[config.mk]
export PLATFORM = sky130hd
export DESIGN_NAME = cosmac_bus_responder_flat
export DESIGN_NICKNAME = d
export VERILOG_FILES = /design/src/rtl/cosmac_bus_responder_if.sv /design/src/rtl/cosmac_bus_responder.sv /design/src/flat_wrapper.sv
export SDC_FILE = /design/constraint.sdc
export NUM_CORES = 1
export LEC_CHECK = 0
export ABC_AREA = 1
export CORE_UTILIZATION = 45
export CTS_CLUSTER_DIAMETER = 100
export DETAILED_ROUTE_END_ITERATION = 8
export HOLD_SLACK_MARGIN = 0.05
export PLACE_DENSITY = 0.71
export SETUP_SLACK_MARGIN = 0.5
export SYNTH_ARGS = -nofsm -noshare
export SYNTH_HDL_FRONTEND = slang
export SYNTH_SLANG_ARGS = --single-unit
[constraint.sdc]
create_clock -name clk_16mhz -period 4.9 [get_ports clk_16mhz]
set_clock_uncertainty 0.2 [all_clocks]
set_input_delay 0.735 -clock clk_16mhz [delete_from_list [all_inputs] [get_ports clk_16mhz]]
set_output_delay 0.735 -clock clk_16mhz [all_outputs]
set_load 0.005 [all_outputs]
[src/rtl/cosmac_bus_responder_if.sv]
// ----------------------------------------------------------------------------
// cosmac_bus_responder_if
// Bundles the CDP1802 pin-side signals and the on-chip backend port of the
// COSMAC bus responder.
//   slave  : the responder (samples CPU pins, drives data bus, issues requests)
//   master : the environment (CPU pins + backend memory model)
// Signals:
//   tpa, tpb, nmrd, nmwr, ma[7:0], db_in[7:0]  CPU -> responder (asynchronous)
//   db_out[7:0], db_oe, nwait                  responder -> CPU pads
//   mem_addr[15:0], mem_wdata[7:0], mem_req,
//   mem_we                                     responder -> backend
//   mem_ready, mem_rdata[7:0]                  backend -> responder
//   bus_err                                    protocol-violation pulse
// ----------------------------------------------------------------------------
interface cosmac_bus_responder_if;
   logic        tpa;
   logic        tpb;
   logic        nmrd;
   logic        nmwr;
   logic [7:0]  ma;
   logic [7:0]  db_in;
   logic [7:0]  db_out;
   logic        db_oe;
   logic        nwait;
   logic [15:0] mem_addr;
   logic [7:0]  mem_wdata;
   logic        mem_req;
   logic        mem_we;
   logic        mem_ready;
   logic [7:0]  mem_rdata;
   logic        bus_err;

   modport slave (
      input  tpa, tpb, nmrd, nmwr, ma, db_in, mem_ready, mem_rdata,
      output db_out, db_oe, nwait, mem_addr, mem_wdata, mem_req, mem_we, bus_err
   );

   modport master (
      output tpa, tpb, nmrd, nmwr, ma, db_in, mem_ready, mem_rdata,
      input  db_out, db_oe, nwait, mem_addr, mem_wdata, mem_req, mem_we, bus_err
   );
endinterface

[src/rtl/cosmac_bus_responder.sv]
// ----------------------------------------------------------------------------
// cosmac_bus_responder
// Memory-side end of the CDP1802 external bus. Latches the high address byte
// on the falling edge of TPA, takes the low byte from MA after the strobe
// settles, runs MRD reads / MWR writes against a req/ready backend, and drives
// the shared data bus and nWAIT.
// Ports:
//   clk_16mhz  system clock, rising edge
//   reset      synchronous active-high reset
//   bus        cosmac_bus_responder_if.slave (CPU pins + backend port)
// Parameters:
//   SYNC_STAGES  synchronizer depth on all CPU-side inputs (>= 2)
//   SETTLE       extra cycles after a detected strobe fall before MA is sampled
// Build option:
//   COSMEM_NWAIT_EN  when defined, nwait is held low from read request until
//                    read data is driven; otherwise nwait stays high.
// ----------------------------------------------------------------------------
module cosmac_bus_responder #(
   parameter int SYNC_STAGES = 2,
   parameter int SETTLE      = 1
) (
   input  logic                  clk_16mhz,
   input  logic                  reset,
   cosmac_bus_responder_if.slave bus
);

   typedef enum logic [2:0] {
      IDLE, ADDR, RD_SETTLE, RD_WAIT, RD_DRIVE, WR_SETTLE, WR_HOLD, WR_WAIT
   } state_t;

   localparam logic [7:0] SETTLE_C = 8'(SETTLE);
   // Idle levels of {tpa, nmrd, nmwr}
   localparam logic [2:0] CTL_IDLE = 3'b011;

`ifdef COSMEM_NWAIT_EN
   localparam logic NWAIT_RD = 1'b0;
`else
   localparam logic NWAIT_RD = 1'b1;
`endif

   // ctl_q[SYNC_STAGES-1] is the synchronized value; the extra top stage holds
   // the previous synchronized value for edge detection.
   logic [SYNC_STAGES:0][2:0]    ctl_q;
   logic [SYNC_STAGES-1:0][15:0] dat_q;

   logic       tpa_s, nmrd_s, nmwr_s, tpa_p_s, nmrd_p_s, nmwr_p_s;
   logic       tpa_fall_s, rd_fall_s, rd_rise_s, wr_fall_s, wr_rise_s, both_new_s;
   logic [7:0] ma_s, db_s;
   logic       busy_wait_s;
   logic       unused_s;

   state_t      state_q;
   logic [7:0]  addr_hi_q;
   logic [7:0]  cnt_q;
   logic [7:0]  wbuf_q;
   logic        abort_q;
   logic [7:0]  db_out_q;
   logic        db_oe_q;
   logic        nwait_q;
   logic [15:0] mem_addr_q;
   logic [7:0]  mem_wdata_q;
   logic        mem_req_q;
   logic        mem_we_q;
   logic        bus_err_q;

   // Input synchronizers; MA and DB share the strobe depth so they stay aligned.
   always_ff @(posedge clk_16mhz) begin
      if (reset) begin
         ctl_q <= {(SYNC_STAGES + 1){CTL_IDLE}};
         dat_q <= '0;
      end else begin
         ctl_q <= {ctl_q[SYNC_STAGES-1:0], {bus.tpa, bus.nmrd, bus.nmwr}};
         dat_q <= {dat_q[SYNC_STAGES-2:0], {bus.ma, bus.db_in}};
      end
   end

   assign {tpa_s, nmrd_s, nmwr_s}       = ctl_q[SYNC_STAGES-1];
   assign {tpa_p_s, nmrd_p_s, nmwr_p_s} = ctl_q[SYNC_STAGES];
   assign {ma_s, db_s}                  = dat_q[SYNC_STAGES-1];

   assign tpa_fall_s  = tpa_p_s & ~tpa_s;
   assign rd_fall_s   = nmrd_p_s & ~nmrd_s;
   assign rd_rise_s   = ~nmrd_p_s & nmrd_s;
   assign wr_fall_s   = nmwr_p_s & ~nmwr_s;
   assign wr_rise_s   = ~nmwr_p_s & nmwr_s;
   // Only the first cycle of an overlap raises bus_err, so it is a single pulse.
   assign both_new_s  = (~nmrd_s & ~nmwr_s) & ~(~nmrd_p_s & ~nmwr_p_s);
   // A pending backend access must run to mem_ready regardless of the CPU pins.
   assign busy_wait_s = (state_q == RD_WAIT) || (state_q == WR_WAIT);
   assign unused_s    = bus.tpb;

   // Transaction FSM with registered bus and backend outputs.
   always_ff @(posedge clk_16mhz) begin
      if (reset) begin
         state_q     <= IDLE;
         addr_hi_q   <= 8'h00;
         cnt_q       <= 8'h00;
         wbuf_q      <= 8'h00;
         abort_q     <= 1'b0;
         db_out_q    <= 8'h00;
         db_oe_q     <= 1'b0;
         nwait_q     <= 1'b1;
         mem_addr_q  <= 16'h0000;
         mem_wdata_q <= 8'h00;
         mem_req_q   <= 1'b0;
         mem_we_q    <= 1'b0;
         bus_err_q   <= 1'b0;
      end else begin
         bus_err_q <= 1'b0;
         // Last data sampled while MWR is low is what gets written.
         if (!nmwr_s) begin
            wbuf_q <= db_s;
         end
         if (both_new_s && !busy_wait_s) begin
            bus_err_q <= 1'b1;
            db_oe_q   <= 1'b0;
            state_q   <= IDLE;
         end else if (tpa_fall_s && !busy_wait_s) begin
            addr_hi_q <= ma_s;
            db_oe_q   <= 1'b0;
            state_q   <= ADDR;
         end else begin
            case (state_q)
               IDLE, ADDR: begin
                  cnt_q <= 8'h00;
                  // A strobe without a preceding TPA targets page 0x00.
                  if ((state_q == IDLE) && (rd_fall_s || wr_fall_s)) begin
                     addr_hi_q <= 8'h00;
                  end
                  if (rd_fall_s) begin
                     state_q <= RD_SETTLE;
                  end else if (wr_fall_s) begin
                     state_q <= WR_SETTLE;
                  end
               end
               RD_SETTLE: begin
                  if (rd_rise_s) begin
                     state_q <= IDLE;
                  end else if (cnt_q >= SETTLE_C) begin
                     mem_addr_q <= {addr_hi_q, ma_s};
                     mem_req_q  <= 1'b1;
                     mem_we_q   <= 1'b0;
                     abort_q    <= 1'b0;
                     nwait_q    <= NWAIT_RD;
                     state_q    <= RD_WAIT;
                  end else begin
                     cnt_q <= cnt_q + 8'd1;
                  end
               end
               RD_WAIT: begin
                  if (rd_rise_s) begin
                     abort_q <= 1'b1;
                  end
                  if (bus.mem_ready) begin
                     mem_req_q <= 1'b0;
                     nwait_q   <= 1'b1;
                     if (abort_q || rd_rise_s) begin
                        state_q <= IDLE;
                     end else begin
                        db_out_q <= bus.mem_rdata;
                        db_oe_q  <= 1'b1;
                        state_q  <= RD_DRIVE;
                     end
                  end
               end
               RD_DRIVE: begin
                  if (rd_rise_s) begin
                     db_oe_q <= 1'b0;
                     state_q <= IDLE;
                  end
               end
               WR_SETTLE: begin
                  if (wr_rise_s) begin
                     state_q <= IDLE;
                  end else if (cnt_q >= SETTLE_C) begin
                     mem_addr_q <= {addr_hi_q, ma_s};
                     state_q    <= WR_HOLD;
                  end else begin
                     cnt_q <= cnt_q + 8'd1;
                  end
               end
               WR_HOLD: begin
                  if (wr_rise_s) begin
                     mem_req_q   <= 1'b1;
                     mem_we_q    <= 1'b1;
                     mem_wdata_q <= wbuf_q;
                     state_q     <= WR_WAIT;
                  end
               end
               WR_WAIT: begin
                  if (bus.mem_ready) begin
                     mem_req_q <= 1'b0;
                     mem_we_q  <= 1'b0;
                     state_q   <= IDLE;
                  end
               end
               default: begin
                  state_q <= IDLE;
               end
            endcase
         end
      end
   end

   assign bus.db_out    = db_out_q;
   assign bus.db_oe     = db_oe_q;
   assign bus.nwait     = nwait_q;
   assign bus.mem_addr  = mem_addr_q;
   assign bus.mem_wdata = mem_wdata_q;
   assign bus.mem_req   = mem_req_q;
   assign bus.mem_we    = mem_we_q;
   assign bus.bus_err   = bus_err_q;

endmodule
[src/flat_wrapper.sv]
// flat-port wrapper written by rule: the top's interface ports become plain ports
module cosmac_bus_responder_flat 
#(
   parameter int SYNC_STAGES = 2,
   parameter int SETTLE      = 1
)
  (clk_16mhz, reset, bus_tpa, bus_tpb, bus_nmrd, bus_nmwr, bus_ma, bus_db_in, bus_mem_ready, bus_mem_rdata, bus_db_out, bus_db_oe, bus_nwait, bus_mem_addr, bus_mem_wdata, bus_mem_req, bus_mem_we, bus_bus_err);
  cosmac_bus_responder_if bus_i ();
  input  logic clk_16mhz;
  input  logic reset;
  input wire logic [$bits(bus_i.tpa)-1:0] bus_tpa;
  input wire logic [$bits(bus_i.tpb)-1:0] bus_tpb;
  input wire logic [$bits(bus_i.nmrd)-1:0] bus_nmrd;
  input wire logic [$bits(bus_i.nmwr)-1:0] bus_nmwr;
  input wire logic [$bits(bus_i.ma)-1:0] bus_ma;
  input wire logic [$bits(bus_i.db_in)-1:0] bus_db_in;
  input wire logic [$bits(bus_i.mem_ready)-1:0] bus_mem_ready;
  input wire logic [$bits(bus_i.mem_rdata)-1:0] bus_mem_rdata;
  output wire logic [$bits(bus_i.db_out)-1:0] bus_db_out;
  output wire logic [$bits(bus_i.db_oe)-1:0] bus_db_oe;
  output wire logic [$bits(bus_i.nwait)-1:0] bus_nwait;
  output wire logic [$bits(bus_i.mem_addr)-1:0] bus_mem_addr;
  output wire logic [$bits(bus_i.mem_wdata)-1:0] bus_mem_wdata;
  output wire logic [$bits(bus_i.mem_req)-1:0] bus_mem_req;
  output wire logic [$bits(bus_i.mem_we)-1:0] bus_mem_we;
  output wire logic [$bits(bus_i.bus_err)-1:0] bus_bus_err;
  assign bus_i.tpa = bus_tpa;
  assign bus_i.tpb = bus_tpb;
  assign bus_i.nmrd = bus_nmrd;
  assign bus_i.nmwr = bus_nmwr;
  assign bus_i.ma = bus_ma;
  assign bus_i.db_in = bus_db_in;
  assign bus_i.mem_ready = bus_mem_ready;
  assign bus_i.mem_rdata = bus_mem_rdata;
  assign bus_db_out = bus_i.db_out;
  assign bus_db_oe = bus_i.db_oe;
  assign bus_nwait = bus_i.nwait;
  assign bus_mem_addr = bus_i.mem_addr;
  assign bus_mem_wdata = bus_i.mem_wdata;
  assign bus_mem_req = bus_i.mem_req;
  assign bus_mem_we = bus_i.mem_we;
  assign bus_bus_err = bus_i.bus_err;
  cosmac_bus_responder #(.SYNC_STAGES(SYNC_STAGES), .SETTLE(SETTLE)) u_core (.clk_16mhz(clk_16mhz), .reset(reset), .bus(bus_i));
endmodule
==> Flow_metrics.wiki, run 1 <==
{| class="wikitable"
! Metric !! Value
|-
| Run status || finished, final reports clean
|-
| Startpoint-to-endpoint class of the critical path || reg -> reg
|-
| Endpoints failing setup || 0
|-
| Total instance count after detailed placement || 656
|-
| Proportion of register bits with asynchronous set or reset after synthesis || 0%
|-
| Layout cells sized above 1 || 6.53%
|-
| Library cell occupying the most area in the post-synthesis netlist || sky130_fd_sc_hd__dfxtp_1
|-
| Post-route minimum period || between 2 and 2.5 ns
|-
| Simple-gate share of the synthesized area || a little over a quarter
|-
| Overall routed net length || ~7400 µm
|-
| Gates resized, CTS repair || 0
|-
| Final core utilization || between 50% and 60%
|-
| Post-synthesis net count || 538
|-
| Power density relative to cell area || between 400 and 500 nW/µm²
|-
| Site row count || 33
|-
| Sequential cell area fraction in the yosys report || 53.3%
|-
| Data required, critical path || 4.92 ns
|-
| Via density per instance || 4.65
|-
| Die height || 95.6 µm
|-
| Most area-consuming cells after synthesis || sky130_fd_sc_hd__dfxtp_1 (53%), sky130_fd_sc_hd__nor2_1 (11%), sky130_fd_sc_hd__inv_1 (6.4%), sky130_fd_sc_hd__nand2_1 (6.0%), sky130_fd_sc_hd__o21ai_0 (4.3%)
|-
| Remaining antenna violation count || 0
|-
| Pleak || approximately 2.2 nW
|-
| Final critical-path share of the clock period || a little under half
|-
| Total vias in the final route || about 3100
|-
| Area growth from synthesis to layout || 22.4%
|-
| Final instance count without filler cells || 672
|-
| Number of buffers inserted for hold repair after clock tree synthesis || 0
|-
| Largest net degree at the start of global routing || slightly below 50
|-
| Area of the core || between 8000 and 9000 µm²
|-
| Number of buffers inserted during clock tree synthesis || 9
|-
| Setup crit start kind || flip-flop
|-
| Total clock sinks || 105
|-
| Clock tree from TritonCTS || done
|-
| Ant. Diodes || 0
|-
| Number of port buffers || 65
|-
| Largest family of logic cells by synthesized area || simple AND/OR/NAND/NOR gates
|-
| Area of the die || between 9000 and 10000 µm²
|-
| Count of synthesis-stage warnings from yosys || 0
|-
| Upper clock frequency limit || ~430 MHz
|-
| Initial Utilization || approximately 47%
|-
| Mux contribution to synthesized area || 0%
|-
| Synth Register Bits || 105
|-
| Highest-delay cell along the critical path || sky130_fd_sc_hd__dfxtp_1
|-
| Peak supply drop || roughly 0.16 mV
|-
| Post-route DRC || 0
|-
| Clk buf depth || 2
|-
| Detailed Route Iter0 Violations || 143
|-
| WHS || 0.203 ns
|-
| Worst slew pin tran || slightly below 0.6 ns
|-
| CP Max Fanout || 16
|-
| Post-CTS setup buffer count || 0
|-
| Area share of the largest cell type after synthesis || around 53%
|-
| Post-Synth Adder-Cell Area || 0.951%
|-
| Max-cap violation count || 0
|-
| Cell-by-cell listing of the critical path || inv_1 -> nand4_2 -> nand4_1 -> o21ai_0 -> a21oi_1
|-
| Die Wd || 95.6 µm
|-
| Mapped Area || 3950 µm²
|-
| Initial antenna violation count || 0
|-
| Number of enable-type register cells in the synthesized netlist || 0
|-
| Crit path arrival time || 2.36 ns
|-
| Most frequently used cell type in the post-synthesis netlist || sky130_fd_sc_hd__nor2_1
|-
| Vias in the first global route || 2973
|-
| Maximum level of the CTS H-tree || 3
|-
| Top FF cell, synth || sky130_fd_sc_hd__dfxtp_1
|-
| Global-route wire length before repair || 12800 µm
|-
| Count of boundary I/O pins || 68
|-
| Xor/xnor cell area share of the yosys netlist || 0%
|-
| Fraction of the mapped netlist area in compound gates || 9.13%
|-
| Mean cell area of the mapped netlist || 7.83 µm²
|-
| Fin Setup TNS || 0 ns
|-
| Number of instances in the synthesized netlist || between 500 and 600
|-
| Element type at the critical path end || flip-flop
|-
| Max Transition Viols Final || 0
|-
| Average wire per cell in the routed design || between 10 and 15 µm
|-
| Global route total overflow || 0
|-
| Most common library cells after synthesis || sky130_fd_sc_hd__nor2_1 (118), sky130_fd_sc_hd__dfxtp_1 (105), sky130_fd_sc_hd__inv_1 (67)
|-
| Hold/Removal Path Class || reg -> reg
|-
| Half-perimeter wire length after placement || approximately 5200 µm
|-
| DRT Pass-1 Iters || 4
|-
| Filler Cells Inserted || 781
|-
| Setup repair after global routing missed its margin || false
|-
| Final nets || just under 600
|-
| Worst stage delay on the critical path || roughly 0.54 ns
|-
| Unique masters post-synth || 37
|-
| Clock latency on the worst-skew pair || 0.34 ns
|-
| Total GRT Usage || 17.8%
|-
| Final-report hold violation count || 0
|-
| Clk slew on worst S/H paths || roughly 0.09 ns
|-
| Max_slew headroom || between 60% and 70%
|-
| Cell at the root of the clock tree || sky130_fd_sc_hd__clkbuf_8
|-
| Global placement routability congestion || approximately 0.88
|}
[report_power, final]
group / switching, W / internal (W)
combinational: 0.000275 / 0.000212
sequential: 0.0000584 / 0.000934
clock: 0.000272 / 0.000290
[layout make-up]
type                            count  area [µm²]  area share [%]
Inverter                           70         263            5.44
Multi-Input combinational cell    309        1460            30.1
Tap cell                          105         131            2.72
Clock inverter                      6        90.1            1.86
Timing Repair Buffer               67         661            13.7
Clock buffer                       10         128            2.64
Sequential cell                   105        2100            43.5
[through the flow]
| step | cell area (µm²) | power (W) | worst slack [ns] |
|---|---|---|---|
| floorplan | 3950 | 0.00133 | 3.07 |
| global placement | 4610 | 0.00149 | 2.56 |
| detailed placement | 4610 | 0.00150 | 2.51 |
| CTS | 4830 | 0.00206 | 2.51 |
| global route | 4830 | 0.00218 | 2.20 |
| finish | 4830 | 0.00204 | 2.57 |
[registers in the layout, summed over array words and instances, names as in the netlist]
register	flops
u_core.abort_q	1
u_core.bus.db_out	8
u_core.bus.mem_addr	16
u_core.wbuf_q	8
u_core.cnt_q	8
u_core.bus.mem_wdata	8
u_core.dat_q	32
u_core.addr_hi_q	8
u_core.bus.db_oe	1
u_core.bus.bus_err	1
u_core.bus.mem_req	1
u_core.state_q	3
u_core.bus.mem_we	1
u_core.ctl_q	9
[critical path, delay by kind of cell, from the launching register on]
kind            cells  cell delay [ns]
simple gates        2             0.77
flops               1             0.54
compound gates      2             0.41
buf+inv             1             0.28
[cell families after synthesis]
kind of cell             Yosys count
AND/OR/NAND/NOR                  237
flip-flops                       105
buffers and inverters             90
AO/OA/AOI/OAI                     68
adder cells (fa/ha/maj)            3
other                              1
[cells in the final DEF (no fill, tap or decap), drive strengths merged]
master	n
nor2	121
clkdlybuf4s50	64
inv	70
nand4	3
or2	5
conb	1
o41ai	1
and2	1
a31oi	1
a21oi	19
ha	3
dfxtp	105
o31ai	1
bufinv	2
nand3b	1
nand3	21
buf	3
clkbuf	10
nor3	19
nand2	66
clkinv	3
a21boi	2
o21ai	44
clkinvlp	1
[metal layers]
layer	GRT usage [%]	routed length, µm	share of wire [%]
met1	23.1	3520	48
met4	6.84	59	0.80
met2	29.8	3460	47
met5	0	0	0
met3	2.79	370	5.0
[final timing paths]
path                                   to            start  depth (start not counted)  slack, ns
setup / recovery  u_core.bus.mem_wdata[3]  u_core.ctl_q[3]                          5       2.57
hold / removal           u_core.dat_q[24]  u_core.dat_q[8]                          2       0.20
setup reg to reg  u_core.bus.mem_wdata[3]  u_core.ctl_q[3]                          5       2.57
hold reg to reg          u_core.dat_q[24]  u_core.dat_q[8]                          2       0.20
No activity file was read; power rests on OpenSTA's default activity.
==> run 2, diff against run 1 <==
- PLACE_DENSITY: 0.71 -> 0.73
- clock period: 4.9 -> 2 ns (I/O delays scaled with it)
==> run 2 against run 1 <==
Design area up 15%. Fmax rose by 32%. Worst setup slack got worse by 2.3 ns. Wire length up 20%. Clock power is 120% higher. Total power grew to 2.7 times the previous value. Count of clock-buffer cells in the layout stayed put. Hold slack improved by 0.0030 ns. Global-route usage up 2.8 points. Via count increased by 10%. Critical path depth rose by 6. Critical path type unchanged. Critical endpoint is now u_core.bus.mem_addr[11]. Largest cell class unchanged. Largest power group unchanged.
==> Flow_metrics.wiki, run 2 (synthesis gave the netlist of run 1 again) <==
{| class="wikitable"
! Metric !! Value
|-
| Global placement routability congestion || 0.858 (was 0.877)
|-
| Overall routed net length || 8920 µm (was 7420 µm)
|-
| Max Transition Viols Final || 0 (unchanged)
|-
| Final-report hold violation count || 0 (unchanged)
|-
| Slack of the worst reg-to-reg path || 0.23 ns (was 2.57 ns)
|-
| Clk buf depth || 2 (unchanged)
|-
| Cell at the root of the clock tree || sky130_fd_sc_hd__clkbuf_8 (unchanged)
|-
| Worst hold start || u_core.dat_q[2] (was u_core.dat_q[8])
|-
| Clock tree from TritonCTS || done (unchanged)
|-
| Half-perimeter wire length after placement || 5540 µm (was 5230 µm)
|-
| Area of the core || 8340 µm² (unchanged)
|-
| Via density per instance || 4.80 (was 4.65)
|-
| Most common cell after layout, fill and taps aside || sky130_fd_sc_hd__nor2_1 (unchanged)
|-
| Reg-to-Reg Start || u_core.cnt_q[0] (was u_core.ctl_q[3])
|-
| Total clock sinks || 105 (unchanged)
|-
| DRT Pass-1 Iters || 4 (unchanged)
|-
| Clk slew on worst S/H paths || 0.10 ns (was 0.09 ns)
|-
| Post-route DRC || 0 (unchanged)
|-
| Area of the die || 9150 µm² (unchanged)
|-
| Max-cap violation count || 0 (unchanged)
|-
| Initial Utilization || 47.3% (unchanged)
|-
| Number of buffers inserted during clock tree synthesis || 9 (unchanged)
|-
| Number of buffers inserted for hold repair after clock tree synthesis || 0 (unchanged)
|-
| Register with the most flip-flops || u_core.dat_q (unchanged)
|-
| Total vias in the final route || 3443 (was 3125)
|-
| Pleak || 2.61 nW (was 2.16 nW)
|-
| Die Wd || 95.6 µm (unchanged)
|-
| Count of boundary I/O pins || 68 (unchanged)
|-
| Met3 GRT Util || 3.91% (was 2.79%)
|-
| Total instance count after detailed placement || 666 (was 656)
|-
| CP Max Fanout || 16 (unchanged)
|-
| Clock latency on the worst-skew pair || 0.36 ns (was 0.34 ns)
|-
| Reg-to-reg endpoint || u_core.bus.mem_addr[11] (was u_core.bus.mem_wdata[3])
|-
| Upper clock frequency limit || 566 MHz (was 429 MHz)
|-
| Remaining antenna violation count || 0 (unchanged)
|-
| Layout cells sized above 1 || 31.9% (was 6.53%)
|-
| Average wire per cell in the routed design || 12.4 µm (was 11.0 µm)
|-
| WHS || 0.206 ns (was 0.203 ns)
|-
| Fin Setup TNS || 0 ns (unchanged)
|-
| Run status || finished, final reports clean (unchanged)
|-
| Startpoint-to-endpoint class of the critical path || reg -> reg (unchanged)
|-
| Sum of internal, switching and leakage power || 0.00560 W (was 0.00204 W)
|-
| Peak supply drop || 0.553 mV (was 0.164 mV)
|-
| Met2 routing resource usage after global routing || 34.8% (was 29.8%)
|-
| Commonest cells after routing, fill and taps aside || sky130_fd_sc_hd__nor2_1 (111), sky130_fd_sc_hd__dfxtp_1 (65), sky130_fd_sc_hd__inv_1 (55) (was sky130_fd_sc_hd__nor2_1 (118), sky130_fd_sc_hd__dfxtp_1 (105), sky130_fd_sc_hd__inv_1 (67))
|-
| Setup crit start kind || flip-flop (unchanged)
|-
| Die height || 95.6 µm (unchanged)
|-
| Setup repair after global routing missed its margin || true (was false)
|-
| Final nets || 641 (was 596)
|-
| Initial antenna violation count || 0 (unchanged)
|-
| Worst hold path stage count || 2 (unchanged)
|-
| Global-route wire length before repair || 14400 µm (was 12800 µm)
|-
| Ant. Diodes || 0 (unchanged)
|-
| Number of flip-flops in the largest register || 32 (unchanged)
|-
| M1 GR Usage || 25.4% (was 23.1%)
|-
| Largest net degree at the start of global routing || 38 (was 49)
|-
| Final instance count without filler cells || 717 (was 672)
|-
| Final critical-path share of the clock period || 88.3% (was 47.6%)
|-
| Detailed Route Iter0 Violations || 176 (was 143)
|-
| Reg2Reg Depth || 11 (was 5)
|-
| Global route total overflow || 0 (unchanged)
|-
| Data required, critical path || 2.06 ns (was 4.92 ns)
|-
| Vias in the first global route || 3169 (was 2973)
|-
| Number of port buffers || 65 (unchanged)
|-
| Power density relative to cell area || 1010 nW/µm² (was 423 nW/µm²)
|-
| Endpoints failing setup || 0 (unchanged)
|-
| Endpoint of the worst hold-timing path || u_core.dat_q[18] (was u_core.dat_q[24])
|-
| Post-route minimum period || 1.77 ns (was 2.33 ns)
|-
| Busiest layer in global routing || met2 (unchanged)
|-
| Element type at the critical path end || flip-flop (unchanged)
|-
| Total GRT Usage || 20.6% (was 17.8%)
|-
| Maximum level of the CTS H-tree || 3 (unchanged)
|-
| Site row count || 33 (unchanged)
|-
| Crit path arrival time || 1.83 ns (was 2.36 ns)
|-
| Hold/Removal Path Class || reg -> reg (unchanged)
|-
| Area growth from synthesis to layout || 40.9% (was 22.4%)
|}
-- run 2: changes by cell type in the layout (fill, tap and decap cells not counted), moves of 16 or more --
cell and delta:
sky130_fd_sc_hd__o21ai_0 -17, sky130_fd_sc_hd__buf_4 +29, sky130_fd_sc_hd__nand2_1 -16, sky130_fd_sc_hd__clkdlybuf4s50_1 -36, sky130_fd_sc_hd__dlygate4sd2_1 +30, sky130_fd_sc_hd__dfxtp_1 -40, sky130_fd_sc_hd__dfxtp_2 +37
-- run 2: final cells by class --
class / instances / area [µm²]
tap: 105 / 131
clock buffer: 10 / 128
timing repair buffer: 110 / 1010
timing repair inverter: 1 / 6.26
sequential: 105 / 2160
clock inverter: 6 / 53.8
inverter: 70 / 280
fill: 668 / 2780
multi-input combinational: 310 / 1790
-- run 2: stage by stage --
step | util, % | setup slack (ns) | area [µm²]
floorplan | - | 0.331 | 4010
global placement | 56.9 | 0.130 | 4740
detailed placement | 56.9 | 0.0732 | 4740
CTS | 64.5 | 0.244 | 5380
global route | 66.7 | 0.132 | 5560
finish | 66.7 | 0.235 | 5560
-- run 2: how the worst max path moves through the flow --
| stage | from | end | slack [ns] | cells past startpoint |
|---|---|---|---|---|
| 3_5_place_dp | u_core.state_q[0] | u_core.bus.mem_addr[3] | 0.07 | 6 |
| 5_1_grt | u_core.cnt_q[0] | u_core.bus.mem_addr[7] | 0.13 | 11 |
| 2_1_floorplan | u_core.cnt_q[0] | u_core.bus.mem_addr[10] | 0.33 | 12 |
| 6_report | u_core.cnt_q[0] | u_core.bus.mem_addr[11] | 0.23 | 11 |
| 4_1_cts | u_core.cnt_q[0] | u_core.bus.mem_addr[7] | 0.24 | 11 |
| 3_3_place_gp | u_core.state_q[0] | u_core.bus.mem_addr[3] | 0.13 | 6 |
-- run 2: where the power goes --
part | leakage, nW | switching, W | internal (W)
logic | 1.65 | 0.000957 | 0.000901
clock network | 0.0902 | 0.000749 | 0.000481
registers | 0.874 | 0.000182 | 0.00233
total | 2.61 | 0.00189 | 0.00371
-- run 2: what timing repair did --
action,CTS,global route
cloned,2,1
setup endpoints to repair,91,61
setup buffers,27,5
pin swaps,9,26
gates resized for setup,131,59
-- run 2: metal layers --
layer  share of wire, %  routed length [µm]  vias to the layer above
met5                  0                   0                        -
met4                1.9                 173                        0
met3                3.6                 324                       14
met2                 49                4350                       69
met1                 46                4070                     1589
li1                   -                   -                     1771
-- run 2: critical path, cell delays in order, from the launching register on --
cell                      delay [ns]
sky130_fd_sc_hd__dfxtp_4        0.40
sky130_fd_sc_hd__inv_4          0.05
sky130_fd_sc_hd__ha_4           0.15
sky130_fd_sc_hd__inv_2          0.04
sky130_fd_sc_hd__nor2_1         0.03
sky130_fd_sc_hd__nand2_1        0.10
sky130_fd_sc_hd__nor2_4         0.06
sky130_fd_sc_hd__inv_2          0.08
sky130_fd_sc_hd__nand3_4        0.14
sky130_fd_sc_hd__buf_8          0.20
sky130_fd_sc_hd__nor3_1         0.15
sky130_fd_sc_hd__nor2_1         0.07
